===== src/rtl/ladybird_bus_arbiter_rr.sv =====
// ============================================================================
// ladybird_bus_arbiter_rr
//
// Round-robin arbiter that shares one ladybird bus target (for example the
// instruction RAM) between N_INPUT requesters. The winning requester's fields
// are multiplexed onto the target port. A selection that the target has not
// yet granted is locked, so the target sees stable fields until it accepts.
// Every accepted request pushes the winner's index into an ID FIFO. The
// target answers in order, so the FIFO head names the requester that owns
// each response.
//
// Parameters
//   N_INPUT          number of requesters (>= 2)
//   ADDR_W           address width
//   DATA_W           data width, a multiple of 8
//   MAX_OUTSTANDING  accepted requests that may await a response (>= 1)
//
// Ports
//   clk          clock; all state changes on the rising edge
//   anrst        asynchronous active-low reset
//   in_req       request, one bit per requester
//   in_addr      requester i address at [i*ADDR_W +: ADDR_W]
//   in_wstrb     requester i strobes at [i*DATA_W/8 +: DATA_W/8]; zero = read
//   in_wdata     requester i write data at [i*DATA_W +: DATA_W]
//   in_gnt       one-hot grant back to the requester accepted this cycle
//   in_rvalid    one-hot response valid to the owner of the response
//   in_rdata     response data, broadcast to all requesters
//   out_req      request to the target
//   out_addr     address of the selected requester
//   out_wstrb    strobes of the selected requester
//   out_wdata    write data of the selected requester
//   out_gnt      target accepts the current request
//   out_rvalid   target response valid (one per accepted request, in order)
//   out_rdata    target response data
//   err_orphan   sticky flag: a response arrived with nothing outstanding
// ============================================================================
module ladybird_bus_arbiter_rr #(
    parameter int N_INPUT         = 2,
    parameter int ADDR_W          = 32,
    parameter int DATA_W          = 32,
    parameter int MAX_OUTSTANDING = 2
) (
    input  logic                        clk,
    input  logic                        anrst,
    input  logic [N_INPUT-1:0]          in_req,
    input  logic [N_INPUT*ADDR_W-1:0]   in_addr,
    input  logic [N_INPUT*DATA_W/8-1:0] in_wstrb,
    input  logic [N_INPUT*DATA_W-1:0]   in_wdata,
    output logic [N_INPUT-1:0]          in_gnt,
    output logic [N_INPUT-1:0]          in_rvalid,
    output logic [DATA_W-1:0]           in_rdata,
    output logic                        out_req,
    output logic [ADDR_W-1:0]           out_addr,
    output logic [DATA_W/8-1:0]         out_wstrb,
    output logic [DATA_W-1:0]           out_wdata,
    input  logic                        out_gnt,
    input  logic                        out_rvalid,
    input  logic [DATA_W-1:0]           out_rdata,
    output logic                        err_orphan
);

    localparam int STRB_W  = DATA_W / 8;
    localparam int ID_W    = (N_INPUT > 1) ? $clog2(N_INPUT) : 1;
    localparam int FIFO_AW = (MAX_OUTSTANDING > 1) ? $clog2(MAX_OUTSTANDING) : 1;
    localparam int CNT_W   = $clog2(MAX_OUTSTANDING + 1);

    localparam logic [ID_W-1:0]    LAST_ID   = ID_W'(N_INPUT - 1);
    localparam logic [FIFO_AW-1:0] LAST_SLOT = FIFO_AW'(MAX_OUTSTANDING - 1);
    localparam logic [CNT_W-1:0]   FULL_CNT  = CNT_W'(MAX_OUTSTANDING);

    // ------------------------------------------------------------------
    // State
    // ------------------------------------------------------------------
    logic [ID_W-1:0]    ptr_q,      ptr_d;
    logic               lock_q,     lock_d;
    logic [ID_W-1:0]    lock_idx_q, lock_idx_d;
    logic [ID_W-1:0]    fifo_mem_q [MAX_OUTSTANDING];
    logic [ID_W-1:0]    fifo_mem_d [MAX_OUTSTANDING];
    logic [FIFO_AW-1:0] wr_ptr_q,   wr_ptr_d;
    logic [FIFO_AW-1:0] rd_ptr_q,   rd_ptr_d;
    logic [CNT_W-1:0]   count_q,    count_d;
    logic               err_orphan_q, err_orphan_d;

    // ------------------------------------------------------------------
    // Combinational helpers
    // ------------------------------------------------------------------
    logic [ID_W-1:0] sel;
    logic [ID_W:0]   cand;
    logic            found;
    logic            full;
    logic            empty;
    logic            handshake;
    logic            pop;
    logic [ID_W-1:0] fifo_head;

    assign full      = (count_q == FULL_CNT);
    assign empty     = (count_q == '0);
    assign fifo_head = fifo_mem_q[rd_ptr_q];

    // Selection. When locked the held index wins unconditionally. Otherwise
    // scan from ptr upward, wrapping at N_INPUT. The candidate carries one
    // extra bit so the wrap can be detected before it is folded back into
    // range. With no request pending, sel rests on ptr; out_req is then low
    // anyway.
    always_comb begin
        sel   = ptr_q;
        cand  = '0;
        found = 1'b0;
        if (lock_q) begin
            sel = lock_idx_q;
        end else begin
            for (int k = 0; k < N_INPUT; k++) begin
                cand = {1'b0, ptr_q} + (ID_W+1)'(k);
                if (cand >= (ID_W+1)'(N_INPUT)) begin
                    cand = cand - (ID_W+1)'(N_INPUT);
                end
                if (!found && in_req[cand[ID_W-1:0]]) begin
                    sel   = cand[ID_W-1:0];
                    found = 1'b1;
                end
            end
        end
    end

    // Request path. Both out_req and the response strobe are gated by anrst,
    // so nothing leaks out combinationally while reset is held.
    assign out_req   = anrst & in_req[sel] & !full;
    assign handshake = out_req & out_gnt;
    assign pop       = anrst & out_rvalid & !empty;

    always_comb begin
        out_addr  = '0;
        out_wstrb = '0;
        out_wdata = '0;
        for (int i = 0; i < N_INPUT; i++) begin
            if (sel == ID_W'(i)) begin
                out_addr  = in_addr[i*ADDR_W +: ADDR_W];
                out_wstrb = in_wstrb[i*STRB_W +: STRB_W];
                out_wdata = in_wdata[i*DATA_W +: DATA_W];
            end
        end
    end

    // Grant and response-valid fan-out. Each is one-hot or zero: only the
    // selected requester is granted, and only the FIFO head gets the reply.
    always_comb begin
        in_gnt    = '0;
        in_rvalid = '0;
        for (int i = 0; i < N_INPUT; i++) begin
            in_gnt[i]    = handshake & (sel == ID_W'(i));
            in_rvalid[i] = pop & (fifo_head == ID_W'(i));
        end
    end

    assign in_rdata   = out_rdata;
    assign err_orphan = err_orphan_q;

    // ------------------------------------------------------------------
    // Pointer and lock next-state
    // ------------------------------------------------------------------
    // A grant moves the pointer past the winner and releases the lock. An
    // offered-but-refused request locks onto the current selection. A locked
    // requester that withdraws its request (illegal, but tolerated) loses the
    // lock. A full FIFO keeps out_req low, so an existing lock is simply held.
    always_comb begin
        ptr_d      = ptr_q;
        lock_d     = lock_q;
        lock_idx_d = lock_idx_q;
        if (handshake) begin
            ptr_d  = (sel == LAST_ID) ? '0 : sel + ID_W'(1);
            lock_d = 1'b0;
        end else if (out_req) begin
            lock_d     = 1'b1;
            lock_idx_d = sel;
        end else if (lock_q && !in_req[lock_idx_q]) begin
            lock_d = 1'b0;
        end
    end

    // ------------------------------------------------------------------
    // ID FIFO next-state
    // ------------------------------------------------------------------
    // A push never coincides with full (out_req is blocked), so the write
    // slot is always free. Push and pop together leave the count unchanged.
    always_comb begin
        fifo_mem_d = fifo_mem_q;
        wr_ptr_d   = wr_ptr_q;
        rd_ptr_d   = rd_ptr_q;
        count_d    = count_q;
        if (handshake) begin
            fifo_mem_d[wr_ptr_q] = sel;
            wr_ptr_d = (wr_ptr_q == LAST_SLOT) ? '0 : wr_ptr_q + FIFO_AW'(1);
        end
        if (pop) begin
            rd_ptr_d = (rd_ptr_q == LAST_SLOT) ? '0 : rd_ptr_q + FIFO_AW'(1);
        end
        if (handshake && !pop) begin
            count_d = count_q + CNT_W'(1);
        end else if (pop && !handshake) begin
            count_d = count_q - CNT_W'(1);
        end
    end

    // A response with nothing outstanding is dropped and flagged until reset.
    always_comb begin
        err_orphan_d = err_orphan_q | (out_rvalid & empty);
    end

    // ------------------------------------------------------------------
    // Registers
    // ------------------------------------------------------------------
    always_ff @(posedge clk or negedge anrst) begin
        if (!anrst) begin
            ptr_q        <= '0;
            lock_q       <= 1'b0;
            lock_idx_q   <= '0;
            wr_ptr_q     <= '0;
            rd_ptr_q     <= '0;
            count_q      <= '0;
            err_orphan_q <= 1'b0;
            for (int i = 0; i < MAX_OUTSTANDING; i++) begin
                fifo_mem_q[i] <= '0;
            end
        end else begin
            ptr_q        <= ptr_d;
            lock_q       <= lock_d;
            lock_idx_q   <= lock_idx_d;
            wr_ptr_q     <= wr_ptr_d;
            rd_ptr_q     <= rd_ptr_d;
            count_q      <= count_d;
            err_orphan_q <= err_orphan_d;
            for (int i = 0; i < MAX_OUTSTANDING; i++) begin
                fifo_mem_q[i] <= fifo_mem_d[i];
            end
        end
    end

    // ------------------------------------------------------------------
    // Structural invariants
    // ------------------------------------------------------------------
    a_gnt_onehot : assert property (@(posedge clk) disable iff (!anrst)
        $onehot0(in_gnt));
    a_rvalid_onehot : assert property (@(posedge clk) disable iff (!anrst)
        $onehot0(in_rvalid));
    a_count_range : assert property (@(posedge clk) disable iff (!anrst)
        count_q <= FULL_CNT);

endmodule


===== config.mk =====
export PLATFORM = sky130hd
export DESIGN_NAME = ladybird_bus_arbiter_rr
export DESIGN_NICKNAME = d
export VERILOG_FILES = /design/src/rtl/ladybird_bus_arbiter_rr.sv
export SDC_FILE = /design/constraint.sdc
export NUM_CORES = 1
export LEC_CHECK = 0
export ABC_AREA = 1
export CAP_MARGIN = 25
export CORE_AREA = 2 2 110 112
export DETAILED_ROUTE_END_ITERATION = 10
export DIE_AREA = 0 0 112 114
export PLACE_DENSITY = 0.57
export SYNTH_ARGS = -nofsm -noshare
export SYNTH_HDL_FRONTEND = slang
export SYNTH_SLANG_ARGS = --single-unit

===== constraint.sdc =====
create_clock -name clk -period 1.72 [get_ports clk]
set_clock_uncertainty 0.05 [all_clocks]
set_input_delay 0.344 -clock clk [delete_from_list [all_inputs] [get_ports clk]]
set_output_delay 0.344 -clock clk [all_outputs]
set_load 0.1 [all_outputs]

==> run_results.csv <==
group,metric,value,unit
run_status,outcome,"finished, violations left",
run_status,failed_checks,"negative setup slack",
clock_tree,ctsHtreeMaxLevel,1,
critical_path,crit_required,1.33,ns
routing,wl,9.71,mm
cells_and_area,layout.cells.non_filler,677,
critical_path,path_delay_family,"simple AND/OR/NAND/NOR gates",
critical_path,crit_cells,10,
clock_tree,clk_pin_slew,0.04,ns
sta,tightest_slew,0.242,ns
pwr,pwr_density_cell,2300,nW/µm²
critical_path,r2r_slack,-0.27,ns
cells_and_area,fillers,1065,
clock_tree,clock_path_buffers,2,
critical_path,startpoint_type,"flip-flop",
sta,slew_headroom,0.839,
cells_and_area,syn2layout_area_growth,268,%
critical_path,path_common_cell,"buf_12",
critical_path,path_buf_inv,4,
yosys,synth_area,1610,µm²
yosys,synth-adder-area-share,0.00779,
critical_path,critical_path_class,"reg2out",
sta,worst_slack,-0.350,ns
routing,drtPass1Iterations,4,
sta,setup_viol,73,
yosys,ys_seq_area_frac,0.156,
worst_hold_path,hold_class,"in2async",
routing,vias,2709,
pwr,total_leakage_power,2.69,nW
sta,rsz0062_at_grt,"true",
place,port_buffers,215,
pwr,ir_drop,1.32,mV
place,hpwl,6.90,mm
yosys,synth-xor-area-share,0.0164,
sta,drv_slew,0,
cells_and_area,regArea,250,µm²
floorplan,die_height,114,µm
critical_path,arrival,1.68,ns
yosys,avgSynthCellArea,5.08,µm²
critical_path,rr_startpoint,"ptr_q",
floorplan,start_util,0.137,
clock_tree,clock_latency,0.24,ns
yosys,synthSimpleGateAreaFrac,0.567,
critical_path,r2r_cells,12,
routing,drc,0,
cells_and_area,layout.nets,706,
floorplan,row_count,40,
yosys,synth_top_family_by_area,"simple AND/OR/NAND/NOR gates",
place,place.gp.congestion,0.761,
sta,hold_viol_final,0,
grt,grt_max_degree,20,
grt,grt_use_total,0.137,
clock_tree,numCtsBuffers,3,
yosys,synth.area.mux_share,0,
grt,overflow,0,
yosys,ys_ff_latch,10,
floorplan,die_w,112,µm
routing,ant_nets,0,
yosys,syn-num-nets,491,
place,dp.cells,651,
yosys,synthDistinctLibCells,21,
critical_path,r2r-end,"count_q[1]",
sta,layout_min_cycle_time,2.07,ns
cells_and_area,multi_input_area,1830,µm²
routing,viasPerCell,4.00,
grt,antenna_found_initial,0,
yosys,yosysWarnings,0,
critical_path,crit_chain,"nor2_2 -> nor2_2 -> nand2_2 -> nand2_4 -> inv_8 -> buf_12 -> buf_12 -> nand2_1 -> nand2_4 -> buf_12",
grt,first_global_vias,2758,
critical_path,end_kind,"primary output",
clock_tree,cts_tree,"built",
routing,wire_per_inst,14.3,µm
critical_path,cp_slowest_cell,"dfrtp_1",
grt,grt_pass1_wl,14.1,mm
cells_and_area,antenna_cells,0,
sta,hold-worst-slack,0.113,ns
critical_path,crit_path_max_incr_delay,0.40,ns
routing,first_iter_violations,81,
sta,fin_crit_sh,1.20,
floorplan,dieArea,12800,µm²
clock_tree,hold_buffers,0,
clock_tree,cts.sinks,10,
critical_path,worstPathMaxFanout,9,
run,cap_viol_max_count,0,
yosys,synth-compound-area-share,0.0366,
cells_and_area,drive_above_1_share,0.513,
sta,max_freq,483,MHz
floorplan,io_pins,280,
yosys,synthCells,316,
floorplan,core_area,11700,µm²
clock_tree,cts_root_buf,"clkbuf_16",
-- worst max-delay path by stage --
stage	endpoint	from	slack, ns
6_report	out_wstrb[0]	ptr_q	-0.35
5_1_grt	out_wdata[27]	ptr_q	-0.43
4_1_cts	out_wdata[31]	ptr_q	-0.40
3_5_place_dp	count_q[1]	in_req[1]	-0.63
3_3_place_gp	count_q[1]	in_req[1]	-0.61
2_1_floorplan	in_gnt[0]	lock_q	-0.65
-- cell usage after synthesis --
cell type | count | area, µm²
o21ai_1 | 2 | 10.0
inv_1 | 9 | 33.8
o211ai_1 | 1 | 7.51
buf_2 | 14 | 70.1
a21boi_0 | 1 | 7.51
nor2_1 | 6 | 22.5
nand4_1 | 2 | 12.5
or2_2 | 1 | 6.26
inv_2 | 1 | 3.75
nand2_1 | 220 | 826
nor2_4 | 1 | 11.3
ha_1 | 1 | 12.5
buf_4 | 32 | 240
xor2_1 | 2 | 17.5
o21ai_0 | 3 | 15.0
nand3_1 | 4 | 20.0
a21oi_1 | 2 | 10.0
dfrtp_1 | 10 | 250
a31o_2 | 1 | 8.76
nand2_2 | 2 | 12.5
xnor2_1 | 1 | 8.76
-- layout by cell type (no fill, tap or decap), drive strengths merged --
master / instances
nor2: 7
xor2: 2
clkbuf: 8
nand4: 2
a31o: 1
or2: 1
inv: 10
o21ai: 5
o211ai: 1
nand3: 4
buf: 111
clkdlybuf4s50: 137
nand2: 222
dlygate4sd2: 4
dfrtp: 10
ha: 1
a21boi: 1
xnor2: 1
a21oi: 2
-- layout make-up --
type	count	share of cell area
flip-flops and latches	10	0.0424
inverters	10	0.00763
clock buffers	4	0.0150
well taps	147	0.0311
multi-input cells	250	0.311
repair buffers	256	0.593
-- flip-flops by register name, indices dropped and copies added, names as in the netlist --
name / flops
count_q: 2
fifo_mem_q: 2
err_orphan: 1
lock_idx_q: 1
lock_q: 1
ptr_q: 1
rd_ptr_q: 1
wr_ptr_q: 1
-- through the flow --
step / setup WS, ns / setup TNS (ns) / area (µm²) / power [mW] / utilization
4_1_cts: -0.400 / -26.23 / 5710 / 13.4 / 0.488
3_5_place_dp: -0.633 / -42.74 / 5110 / 11.6 / 0.436
3_3_place_gp: -0.608 / -40.25 / 5110 / 11.5 / 0.436
5_1_grt: -0.434 / -30.27 / 5910 / 14.1 / 0.504
6_report: -0.350 / -23.64 / 5910 / 13.6 / 0.504
2_1_floorplan: -0.653 / -2.46 / 2150 / 7.86 / -
-- power by group --
group | internal, mW | total, mW | switching (mW)
combinational | 4.83 | 12.7 | 7.90
clock | 0.350 | 0.463 | 0.113
sequential | 0.341 | 0.415 | 0.0744
total | 5.52 | 13.6 | 8.09
-- logic make-up after synthesis --
logic type	count (synthesis)
and+or+nand+nor	236
buffers and inverters	56
adders and majority gates	1
DFF	10
AOI/OAI and AO/OA	10
xor gates and xnor gates	3
-- per-layer routing --
| metal | global-route usage | wire length, µm | part of all wire |
|---|---|---|---|
| met1 | 0.154 | 3390 | 0.35 |
| met2 | 0.259 | 5310 | 0.55 |
| met3 | 0.0409 | 930 | 0.096 |
| met4 | 0.0260 | 75 | 0.0077 |
| met5 | 0 | 0 | 0 |
-- worst reg2reg max path, stage by stage (launching register included) --
cell,delay [ns]
dfrtp_1,0.38
nor2_2,0.06
nor2_2,0.11
nand2_2,0.09
a21oi_1,0.23
nor2_4,0.08
nand2_4,0.07
buf_4,0.11
inv_1,0.04
ha_1,0.29
a21oi_1,0.10
o21ai_0,0.10
xor2_1,0.15
-- repair_timing --
action,in CTS,in global routing
pin swaps,10,4
cloned,7,5
resized for setup,72,48
buffers inserted,12,0
setup endpoints to repair,75,78
Note: power is estimated with default switching activity, not from simulation.
==> edit (config.mk and constraints unchanged) <==
Register the output `err_orphan` once more; this adds one clock of latency there. The other outputs are not delayed to match.
--- a/src/rtl/ladybird_bus_arbiter_rr.sv
+++ b/src/rtl/ladybird_bus_arbiter_rr.sv
@@ -153,7 +153,9 @@
     end
 
     assign in_rdata   = out_rdata;
-    assign err_orphan = err_orphan_q;
+    always_ff @(posedge clk) begin
+        err_orphan <= err_orphan_q;
+    end
 
     // ------------------------------------------------------------------
     // Pointer and lock next-state
Formal check against the unedited RTL: not equivalent (Yosys sat finds a counterexample within 4 cycles, from zero or initial values and one cycle with anrst low).
==> edit against the original RTL <==
The run still ends with negative setup slack left; critical path type unchanged; synthesized area up 1.2%; design area is 6.6% higher; non-clock buffer count up 6; global-route usage grew 0.74 points; total power grew 4.3%; largest power group unchanged; via count grew 5.1%; sequential cell count up 1; worst setup slack worse by 0.080 ns; worst hold slack improved by 0.12 ns; critical endpoint is now in_gnt[1]; synthesized cell count increased by 0.32%; routed wire length increased by 12%.
==> edit: results (changes against the original RTL) <==
[layout]
fin_nets = 713  ; +0.99%
nFillCells = 995  ; -6.6%

[timing]
setup_slack_ns = -0.430  ; -0.0804 ns
finalSetupViolations = 73  ; unchanged
worstMarginPinSlew_ns = 0.208  ; -0.0338 ns
hold_ws_ns = 0.236  ; +0.123 ns
final.setup.tns_ns = -26.88  ; -3.24 ns

[logic_synthesis]
yosysSeqAreaShare_pct = 16.6  ; +1.0 points
async_flop_share_pct = 90.9  ; -9.1 points
avgSynthCellArea_um2 = 5.13  ; +0.93%

[power]
p_leak_nw = 2.93  ; +9.0%
peakVddDrop_uv = 1590  ; +20%

[place]
place_congestion = 0.776  ; +2.1%
hpwl_mm = 7.40  ; +7.3%
pre_cts_slack_ns = -0.642  ; -0.00854 ns
place_area_um2 = 5130  ; +0.29%
dp_cells = 653  ; +0.31%

[drt]
wire_per_inst_um = 15.9  ; +11%
vias = 2847  ; +5.1%
firstDrtPassIters = 6  ; +2
drt_first_iter_violations = 95  ; +17%

[status]
status = finished with violations
violations = negative setup slack

[worst_setup_path]
crit_fanout = 3  ; -6

[grt]
groute.usage.overall_pct = 14.4  ; +0.74 points
grt_pass1_wl_mm = 14.9  ; +5.2%
grt_max_degree = 36  ; +80%

==> edit: area by class of cell <==
cell class / instances / area (um^2) / share of cell area, %
clock buffers: 4 / 78.8 / 1.25
inverters: 10 / 50.0 / 0.795
multi-input cells: 250 / 2120 / 33.6
flip-flops and latches: 11 / 270 / 4.29
well taps: 147 / 184 / 2.92
repair buffers: 262 / 3590 / 57.1
==> edit: metal layers <==
metal	global-route usage (%)	part of all wire [%]	vias up
met3	3.83	8.9	27
met5	0	0	-
met4	3.33	2.3	0
li1	-	-	1368
met2	28.3	55	166
met1	15.4	33	1286
==> edit: tightest hold or removal path, stage by stage <==
cell	delay, ns
dlygate4sd2_1	0.23
buf_6	0.11
buf_4	0.18
==> edit: final timing paths <==
path,end
setup / recovery,in_gnt[1]
hold reg to reg,err_orphan$_DFF_P_
setup reg to reg,count_q[1]$_DFFE_PN0P_
hold / removal,lock_idx_q$_DFFE_PN0P_
min in group clk,err_orphan$_DFF_P_
max in group asynchronous,rd_ptr_q$_DFFE_PN0P_
==> edit: repair_timing <==
action | 4_1_cts | 5_1_grt
setup endpoints to repair | 76 | 76
setup buffers | 13 | 3
gates resized for setup | 86 | 122
pin swaps | 9 | 9
cloned | 5 | 9
==> edit: kinds of logic (layout without fill, tap and decap cells) <==
family                     count (synthesis)  count (layout)  share of synthesized area, %
DFF                                       11              11                          16.6
adders and majority gates                  1               1                         0.769
and+or+nand+nor                          236             236                          56.0
buffers and inverters                     56             276                          21.4
xor gates and xnor gates                   3               3                          1.62
AOI/OAI and AO/OA                         10              10                          3.62
==> edit: power breakdown <==
part / leakage, nW / internal (mW) / switching [mW]
clock: 0.0382 / 0.311 / 0.108
combinational: 2.77 / 5.10 / 8.24
sequential: 0.128 / 0.365 / 0.0749
total: 2.93 / 5.77 / 8.42
